## config.mk

```make
export PLATFORM = sky130hd
export DESIGN_NAME = bit_to_array_packer
export DESIGN_NICKNAME = d
export VERILOG_FILES = /design/src/rtl/bit_to_array_packer_if.sv /design/src/rtl/bit_to_array_packer.sv
export SDC_FILE = /design/constraint.sdc
export NUM_CORES = 1
export LEC_CHECK = 0
export ABC_AREA = 1
export BUFFER_PORTS_ARGS = -buffer_cell sky130_fd_sc_hd__buf_2
export CORE_UTILIZATION = 30
export DETAILED_ROUTE_END_ITERATION = 16
export PLACE_DENSITY = 0.52
export SLEW_MARGIN = 20
export SYNTH_ARGS = -nofsm -noshare
export SYNTH_HDL_FRONTEND = slang
export SYNTH_SLANG_ARGS = --single-unit
```

## constraint.sdc

```tcl
create_clock -name i_clk -period 2.4 [get_ports i_clk]
set_input_delay 0.48 -clock i_clk [delete_from_list [all_inputs] [get_ports i_clk]]
set_output_delay 0.48 -clock i_clk [all_outputs]
set_load 0.01 [all_outputs]
```

## src/rtl/bit_to_array_packer_if.sv

```systemverilog
// -----------------------------------------------------------------------------
// bit_to_array_packer_if
//
// Purpose : holds the packer's accumulating word as a packed-array member so
//           the accumulator lives in one named container inside the packer.
//
// Parameters:
//   WIDTH - word width in bits (>= 2)
//
// Members:
//   acc_r [WIDTH-1:0] - accumulating word; positions not yet written are zero
// -----------------------------------------------------------------------------
interface bit_to_array_packer_if #(
  parameter int WIDTH = 8
) ();
  logic [WIDTH-1:0] acc_r;
endinterface

```

## src/rtl/bit_to_array_packer.sv

```systemverilog
// -----------------------------------------------------------------------------
// bit_to_array_packer
//
// Purpose : serial-to-parallel packer. Scalar bits, one per accepted beat, are
//           gathered into a WIDTH-bit word. Complete words are presented on a
//           valid/ready output. The block is double-buffered: accumulation
//           continues while the previous word waits at the output.
//
// Parameters:
//   WIDTH     - word width in bits (>= 2)
//   MSB_FIRST - 0: first accepted bit lands in bit 0
//               1: first accepted bit lands in bit WIDTH-1
//
// Optional feature (macro BIT_TO_ARRAY_PACKER_FLUSH_EN):
//   defined   - i_flush closes a partial word. Missing positions are zero and
//               o_bits reports how many bits are valid.
//   undefined - i_flush is ignored. o_bits is WIDTH whenever o_valid is high.
//
// Ports:
//   i_clk   in  1                   clock, rising edge
//   i_rst_n in  1                   synchronous active-low reset
//   i_valid in  1                   input bit valid
//   i_bit   in  1                   scalar data bit
//   o_ready out 1                   packer can accept a bit this cycle
//   i_flush in  1                   close a partial word (flush build only)
//   o_valid out 1                   o_data holds a word
//   i_ready in  1                   consumer accepts the word
//   o_data  out WIDTH               packed word
//   o_bits  out $clog2(WIDTH+1)     number of valid bits in o_data
// -----------------------------------------------------------------------------
module bit_to_array_packer #(
  parameter int WIDTH     = 8,
  parameter bit MSB_FIRST = 1'b0
) (
  input  logic                       i_clk,
  input  logic                       i_rst_n,
  input  logic                       i_valid,
  input  logic                       i_bit,
  output logic                       o_ready,
  input  logic                       i_flush,
  output logic                       o_valid,
  input  logic                       i_ready,
  output logic [WIDTH-1:0]           o_data,
  output logic [$clog2(WIDTH+1)-1:0] o_bits
);

  localparam int CW = $clog2(WIDTH + 1);

  localparam logic [CW-1:0]    WIDTH_C    = CW'(WIDTH);
  localparam logic [CW-1:0]    WIDTH_M1_C = CW'(WIDTH - 1);
  localparam logic [CW-1:0]    CNT_ZERO_C = {CW{1'b0}};
  localparam logic [CW-1:0]    CNT_ONE_C  = {{(CW-1){1'b0}}, 1'b1};
  localparam logic [WIDTH-1:0] ACC_ZERO_C = {WIDTH{1'b0}};
  localparam logic [WIDTH-1:0] ACC_ONE_C  = {{(WIDTH-1){1'b0}}, 1'b1};

  // Accumulator container
  bit_to_array_packer_if #(.WIDTH(WIDTH)) acc_if ();

  // Registered state
  logic [CW-1:0]    cnt_r;
  logic             o_valid_r;
  logic [WIDTH-1:0] o_data_r;
  logic [CW-1:0]    o_bits_r;

  // Derived per-cycle signals
  logic             ready_s;
  logic             accept_s;
  logic             out_free_s;
  logic             pending_s;
  logic             done_s;
  logic [CW-1:0]    pos_s;
  logic [WIDTH-1:0] bit_mask_s;
  logic [WIDTH-1:0] acc_next_s;
  logic             flush_take_s;
  logic             load_s;
  logic [CW-1:0]    load_bits_s;

`ifdef BIT_TO_ARRAY_PACKER_FLUSH_EN
  logic [CW-1:0]    n_bits_s;
`else
  logic             unused_flush_s;
  assign unused_flush_s = i_flush;
`endif

  // Handshake, bit placement and word-completion decode
  always_comb begin
    pending_s  = (cnt_r == WIDTH_C);
    // o_ready is forced low while reset is asserted, even combinationally
    ready_s    = i_rst_n && !pending_s;
    accept_s   = i_valid && ready_s;
    out_free_s = !o_valid_r || i_ready;
    done_s     = accept_s && (cnt_r == WIDTH_M1_C);

    if (MSB_FIRST) begin
      pos_s = WIDTH_M1_C - cnt_r;
    end else begin
      pos_s = cnt_r;
    end

    // pos_s is only meaningful when accept_s is set, which implies cnt_r < WIDTH
    bit_mask_s = ACC_ONE_C << pos_s;

    if (accept_s && i_bit) begin
      acc_next_s = acc_if.acc_r | bit_mask_s;
    end else begin
      acc_next_s = acc_if.acc_r;
    end

`ifdef BIT_TO_ARRAY_PACKER_FLUSH_EN
    if (accept_s) begin
      n_bits_s = cnt_r + CNT_ONE_C;
    end else begin
      n_bits_s = cnt_r;
    end
    // A pending full word is never flushed; it drains as a normal completion
    flush_take_s = i_flush && !pending_s && (n_bits_s != CNT_ZERO_C) && out_free_s;
`else
    flush_take_s = 1'b0;
`endif

    load_s = ((done_s || pending_s) && out_free_s) || flush_take_s;

`ifdef BIT_TO_ARRAY_PACKER_FLUSH_EN
    if (done_s || pending_s) begin
      load_bits_s = WIDTH_C;
    end else begin
      load_bits_s = n_bits_s;
    end
`else
    load_bits_s = WIDTH_C;
`endif
  end

  // Accumulator, bit counter and output register update
  always_ff @(posedge i_clk) begin
    if (!i_rst_n) begin
      cnt_r        <= CNT_ZERO_C;
      acc_if.acc_r <= ACC_ZERO_C;
      o_valid_r    <= 1'b0;
      o_data_r     <= ACC_ZERO_C;
      o_bits_r     <= CNT_ZERO_C;
    end else if (load_s) begin
      // Output slot is free: move the finished (or flushed) word across and
      // restart the accumulator, so a new word can start on the next beat
      o_data_r     <= acc_next_s;
      o_bits_r     <= load_bits_s;
      o_valid_r    <= 1'b1;
      cnt_r        <= CNT_ZERO_C;
      acc_if.acc_r <= ACC_ZERO_C;
    end else begin
      // A completion with the output still held lands here: cnt_r reaches
      // WIDTH, which drops o_ready until the held word is consumed
      if (accept_s) begin
        acc_if.acc_r <= acc_next_s;
        cnt_r        <= cnt_r + CNT_ONE_C;
      end else begin
        acc_if.acc_r <= acc_if.acc_r;
        cnt_r        <= cnt_r;
      end

      if (o_valid_r && i_ready) begin
        o_valid_r <= 1'b0;
      end else begin
        o_valid_r <= o_valid_r;
      end

      o_data_r <= o_data_r;
      o_bits_r <= o_bits_r;
    end
  end

  assign o_ready = ready_s;
  assign o_valid = o_valid_r;
  assign o_data  = o_data_r;
  assign o_bits  = o_bits_r;

endmodule

```

# Word level (Yosys, flattened, before mapping)
# Cells that the tools add are included.
# totals
reg_bits	22
inputBits	6
output_inout_bits	14
elab_cells	26
# op_classes
addsub	1
n_eq_ne	2
shifts	1
mux	3
n_bitwise	2
reduce_logical	12
# op_table
cell	n
8-bit 2-to-1 mux	1
8-bit OR	1
1-bit by 4-bit left shift with 8-bit output, first input constant	1
1-bit logical AND	6
4-bit by 1-bit adder with 4-bit output, second input constant	1
4-bit by 3-bit == test with 1-bit output, second input constant	1
4-bit == test, second input constant	1
1-bit logical NOT	2
1-bit logical OR	2
1-bit 2-to-1 mux	2
2-bit nonzero test	1
2-bit OR reduction	1
1-bit inverter	1

# Logic depth before layout (Yosys ltp)
# logic_depth
word_depth	8
ltp_mapped	10
depth_no_buf	9

# Least setup slack after synthesis
# OpenSTA, ideal clock, no wires.
# synth_path
path_kind	register to register
startpoint	reg cnt_r[0]
endpoint	reg acc_if.acc_r[0]
setup_ps	115
t_arrival_ps	1398
t_required_ps	2285
setup_slack_ps	886
path_stages_with_launch	9
path_buffers	1
period_less_slack_ps	1514
path_cell_list	dfxtp_1 > inv_1 > ha_1 > nand3_4 > nand3_4 > o21bai_4 > nand2_4 > buf_6 > and3_1
# synth_between
elab_chain_cells	8
word_cells_on_any_way	13
cone_classes	eq/ne: 2; shift: 1; mux: 1; bitwise: 1; reduce/logical: 8
# synth_lines
item	line	rtl
from (decl)	bit_to_array_packer.sv:60	logic [CW-1:0] cnt_r;
from (signal assigned)	bit_to_array_packer.sv:155	cnt_r <= cnt_r + CNT_ONE_C;
from (signal assigned)	bit_to_array_packer.sv:158	cnt_r <= cnt_r;
4-bit == test	bit_to_array_packer.sv:87	pending_s = (cnt_r == WIDTH_C);
1-bit logical NOT	bit_to_array_packer.sv:89	ready_s = i_rst_n && !pending_s;
1-bit logical AND	bit_to_array_packer.sv:89	
1-bit logical AND	bit_to_array_packer.sv:90	accept_s = i_valid && ready_s;
1-bit logical AND	bit_to_array_packer.sv:92	done_s = accept_s && (cnt_r == WIDTH_M1_C);
1-bit logical OR	bit_to_array_packer.sv:121	load_s = ((done_s || pending_s) && out_free_s) || flush_take_s;
1-bit logical AND	bit_to_array_packer.sv:121	
2-bit OR reduction (no source line)	n/a	
to (signal assigned)	bit_to_array_packer.sv:154	acc_if.acc_r <= acc_next_s;
to (signal assigned)	bit_to_array_packer.sv:157	acc_if.acc_r <= acc_if.acc_r;
to (decl)	bit_to_array_packer_if.sv:16	logic [WIDTH-1:0] acc_r;
# Parallel ways exist; a longest one is shown, timed or not.
# A chain may end at the register's enable or synchronous reset.

# Worst setup path in the final report
# layout_path
startpoint	reg cnt_r[0]
endpoint	out o_ready
# layout_between
elab_chain_cells	3
# layout_lines
item	line	rtl
4-bit == test	bit_to_array_packer.sv:87	
1-bit logical NOT	bit_to_array_packer.sv:89	
1-bit logical AND	bit_to_array_packer.sv:89	
to (decl)	bit_to_array_packer.sv:39	output logic o_ready,
# Every way passes these cells.

==> impl_metrics.py <==
metrics = {
    "run_status": {
        "outcome": "complete, no violations",
    },
    "worst_hold_path": {
        "holdPathEnd": "o_bits[3]",
        "hp-class": "reg -> reg",
        "holdPathStages": 2,
        "min-delay-start": "o_bits[3]",
    },
    "critical_path": {
        "path_class": "reg -> out",
        "rrSetupSlack_ps": 620,
        "critPathTopFamily": "flip-flops",
        "cp_slowest_stage_delay_ps": 460,
        "r2r_cells": 6,
        "crit_buf_inv": 3,
        "critPathArrivalTime_ps": 1510,
        "timing.rr.end": "acc_if.acc_r[4]",
        "worst_setup_path_start_kind": "flop",
        "path_cells": "inv_1, ha_1, nand3_4, nand2_1, inv_1, buf_2",
        "critPathRequiredTime_ps": 1920,
        "cp-end-kind": "output port",
        "crit_fanout": 5,
        "crit_top_cell": "inv_1",
        "crit_slowest_cell": "dfxtp_1",
        "r2r-start": "cnt_r[0]",
    },
    "drt": {
        "wl_per_cell_um": 9.56,
        "drt_wl_total_um": 1870,
        "viasPerCell": 4.24,
        "vias": 831,
        "drc": 0,
        "dr.pass1.iters": 3,
        "initialDrtViolationCount": 5,
        "ant_nets": 0,
    },
    "logic_synthesis": {
        "ys_warn_count": 0,
        "ys_seq_area_share_pct": 40.3,
        "synthTopCellsByArea": "dfxtp_1 40%, nand2_1 10%, ha_1 6.9%",
        "ys_ff_latch": 22,
        "syn_area_um2": 1090,
        "syn_inst": 136,
        "synth_area_per_cell_um2": 8.03,
        "synth.distinct_cells": 24,
        "yosysTopAreaCellShare_pct": 40.3,
        "yosysTopAreaCell": "dfxtp_1",
    },
    "clocking": {
        "cts_tree": "done",
        "cts_buffers": 3,
        "clk_pin_slew_worst_paths_ps": 120,
        "cts_max_level": 1,
        "hold_buffers": 0,
        "clock_path_buffers": 2,
        "clock_sinks": 22,
        "cts_root_buf": "clkbuf_4",
        "insertion_delay_ps": 310,
        "post-cts-setup-buffers": 0,
        "cts_resized": 0,
    },
    "timing": {
        "fin_crit_sh_pct": 82.9,
        "finalSetupTns_ps": 0,
        "grt_setup_unrepaired": "no",
        "hold_viol": 0,
        "setup_viol": 0,
        "max_freq_mhz": 503,
        "slew_violations": 0,
        "min_period_ps": 1990,
        "final.setup_skew_ps": 5.80,
    },
    "placement": {
        "numPortBuffers": 15,
        "dp_hpwl_um": 1380,
        "place_congestion": 0.768,
    },
    "die": {
        "fp.dieW_um": 62.3,
        "ioPinCount": 20,
        "die-area_um2": 3890,
        "initial_utilization_pct": 32.0,
        "num_rows": 21,
        "die_y_um": 62.3,
        "core-area_um2": 3420,
    },
    "power": {
        "total_power_mw": 0.616,
        "power.switching_mw": 0.142,
        "seqPwrFrac_pct": 60.5,
        "p_comb_share_pct": 6.2,
        "power_density_nw_per_um2": 510,
        "p_clk_share_pct": 33.4,
        "p_leak_nw": 0.629,
        "vdd_drop_max_mv": 0.247,
        "p_int_mw": 0.474,
        "switching_share_pct": 23.0,
    },
    "finish": {
        "drive_gt1_share_pct": 19.3,
        "fillers": 379,
        "register_area_um2": 440,
        "num_antenna_cells": 0,
        "multi_input_area_um2": 536,
        "syn2layout_area_growth_pct": 10.7,
        "nNetsFinal": 163,
    },
    "grt": {
        "antenna_found_initial": 0,
        "grt_pass1_wl_um": 3390,
        "grt_usage_pct": 11.0,
        "grt_max_degree": 28,
        "grt_pass1_vias": 793,
        "grt_overflow_total": 0,
    },
    "job": {
        "drv_cap": 0,
    },
}
## cell type report
cell class / count / area share (%)
Multi-Input combinational cell: 92 / 44.3
Timing Repair Buffer: 15 / 6.21
Clock buffer: 4 / 3.00
Tap cell: 46 / 4.76
Inverter: 17 / 5.28
Sequential cell: 22 / 36.4
## placed cells by master, fill, tap and decap left out
| master | instances |
|---|---|
| nand2_1 | 29 |
| xor2_1 | 1 |
| and3_1 | 8 |
| a21oi_1 | 3 |
| nand2_4 | 1 |
| nand3_1 | 3 |
| clkbuf_8 | 1 |
| inv_1 | 16 |
| or2_2 | 1 |
| nor2_1 | 19 |
| o21ai_0 | 1 |
| nand2_2 | 3 |
| o21bai_1 | 8 |
| nor2_4 | 1 |
| o21bai_4 | 1 |
| inv_2 | 1 |
| conb_1 | 3 |
| dfxtp_1 | 22 |
| nand4_1 | 1 |
| a21boi_1 | 1 |
| ha_1 | 6 |
| nand3_4 | 2 |
| buf_2 | 15 |
| clkbuf_4 | 3 |
## flip-flops by register name (all words and copies together) (netlist names)
| name | flops |
|---|---|
| o_bits | 1 |
| o_data | 8 |
| acc_if.acc_r | 8 |
| o_valid | 1 |
| cnt_r | 4 |
## Yosys cell counts, drive strengths merged
library cell,count
a21boi,1
buf,6
o21bai,9
nand3,5
o21ai,1
xor2,1
conb,1
a21oi,3
nand2,33
dfxtp,22
clkbuf,1
ha,6
nand4,1
or2,1
nor2,20
inv,17
and3,8
## worst max path at each step
stage	to	slack, ps	from	cells past startpoint
2_1_floorplan	acc_if.acc_r[0]	890	cnt_r[0]	8
3_3_place_gp	o_data[0]	670	i_rst_n	5
3_5_place_dp	o_data[5]	630	cnt_r[0]	7
4_1_cts	o_ready	390	cnt_r[0]	6
5_1_grt	o_ready	270	cnt_r[0]	6
6_report	o_ready	410	cnt_r[0]	6
## cell families after synthesis
kind of cell / count (synthesis) / share of synthesized area (%)
compound gates: 14 / 9.74
xor+xnor: 1 / 0.802
fa+ha+maj: 6 / 6.87
buf+inv: 24 / 11.3
flops: 22 / 40.3
other cells: 1 / 0.343
simple gates: 68 / 30.6
## power by group through the flow
stage | combinational (mW) | clock (mW) | sequential [mW]
floorplan | 0.0319 | 0 | 0.379
global placement | 0.0380 | 0 | 0.380
detailed placement | 0.0388 | 0 | 0.381
CTS | 0.0391 | 0.217 | 0.373
global route | 0.0437 | 0.228 | 0.373
finish | 0.0380 | 0.206 | 0.372
## worst register-to-register path, delay by kind of cell, from the launching register on
kind / cells / cell delay (ps)
AND/OR/NAND/NOR: 3 / 620
buffers and inverters: 1 / 100
AO/OA/AOI/OAI: 1 / 310
adder cells (fa/ha/maj): 1 / 260
flip-flops: 1 / 460
## metal layers
layer / wire length (um) / part of all wire [%] / track usage [%]
met1: 859 / 46 / 12.0
met2: 929 / 50 / 20.2
met3: 48 / 2.6 / 2.21
met4: 36 / 1.9 / 5.23
met5: 0 / 0 / 0
## metrics by stage
stage / utilization [%] / hold WS [ps] / instances / setup slack (ps) / cell area (um2)
floorplan: - / 473 / 138 / 886 / 1100
global placement: 34.3 / 437 / 192 / 669 / 1170
detailed placement: 34.3 / 448 / 192 / 631 / 1170
CTS: 35.4 / 462 / 196 / 392 / 1210
global route: 35.4 / 475 / 196 / 271 / 1210
finish: 35.4 / 463 / 196 / 411 / 1210
(Power assumes the default switching activity.)
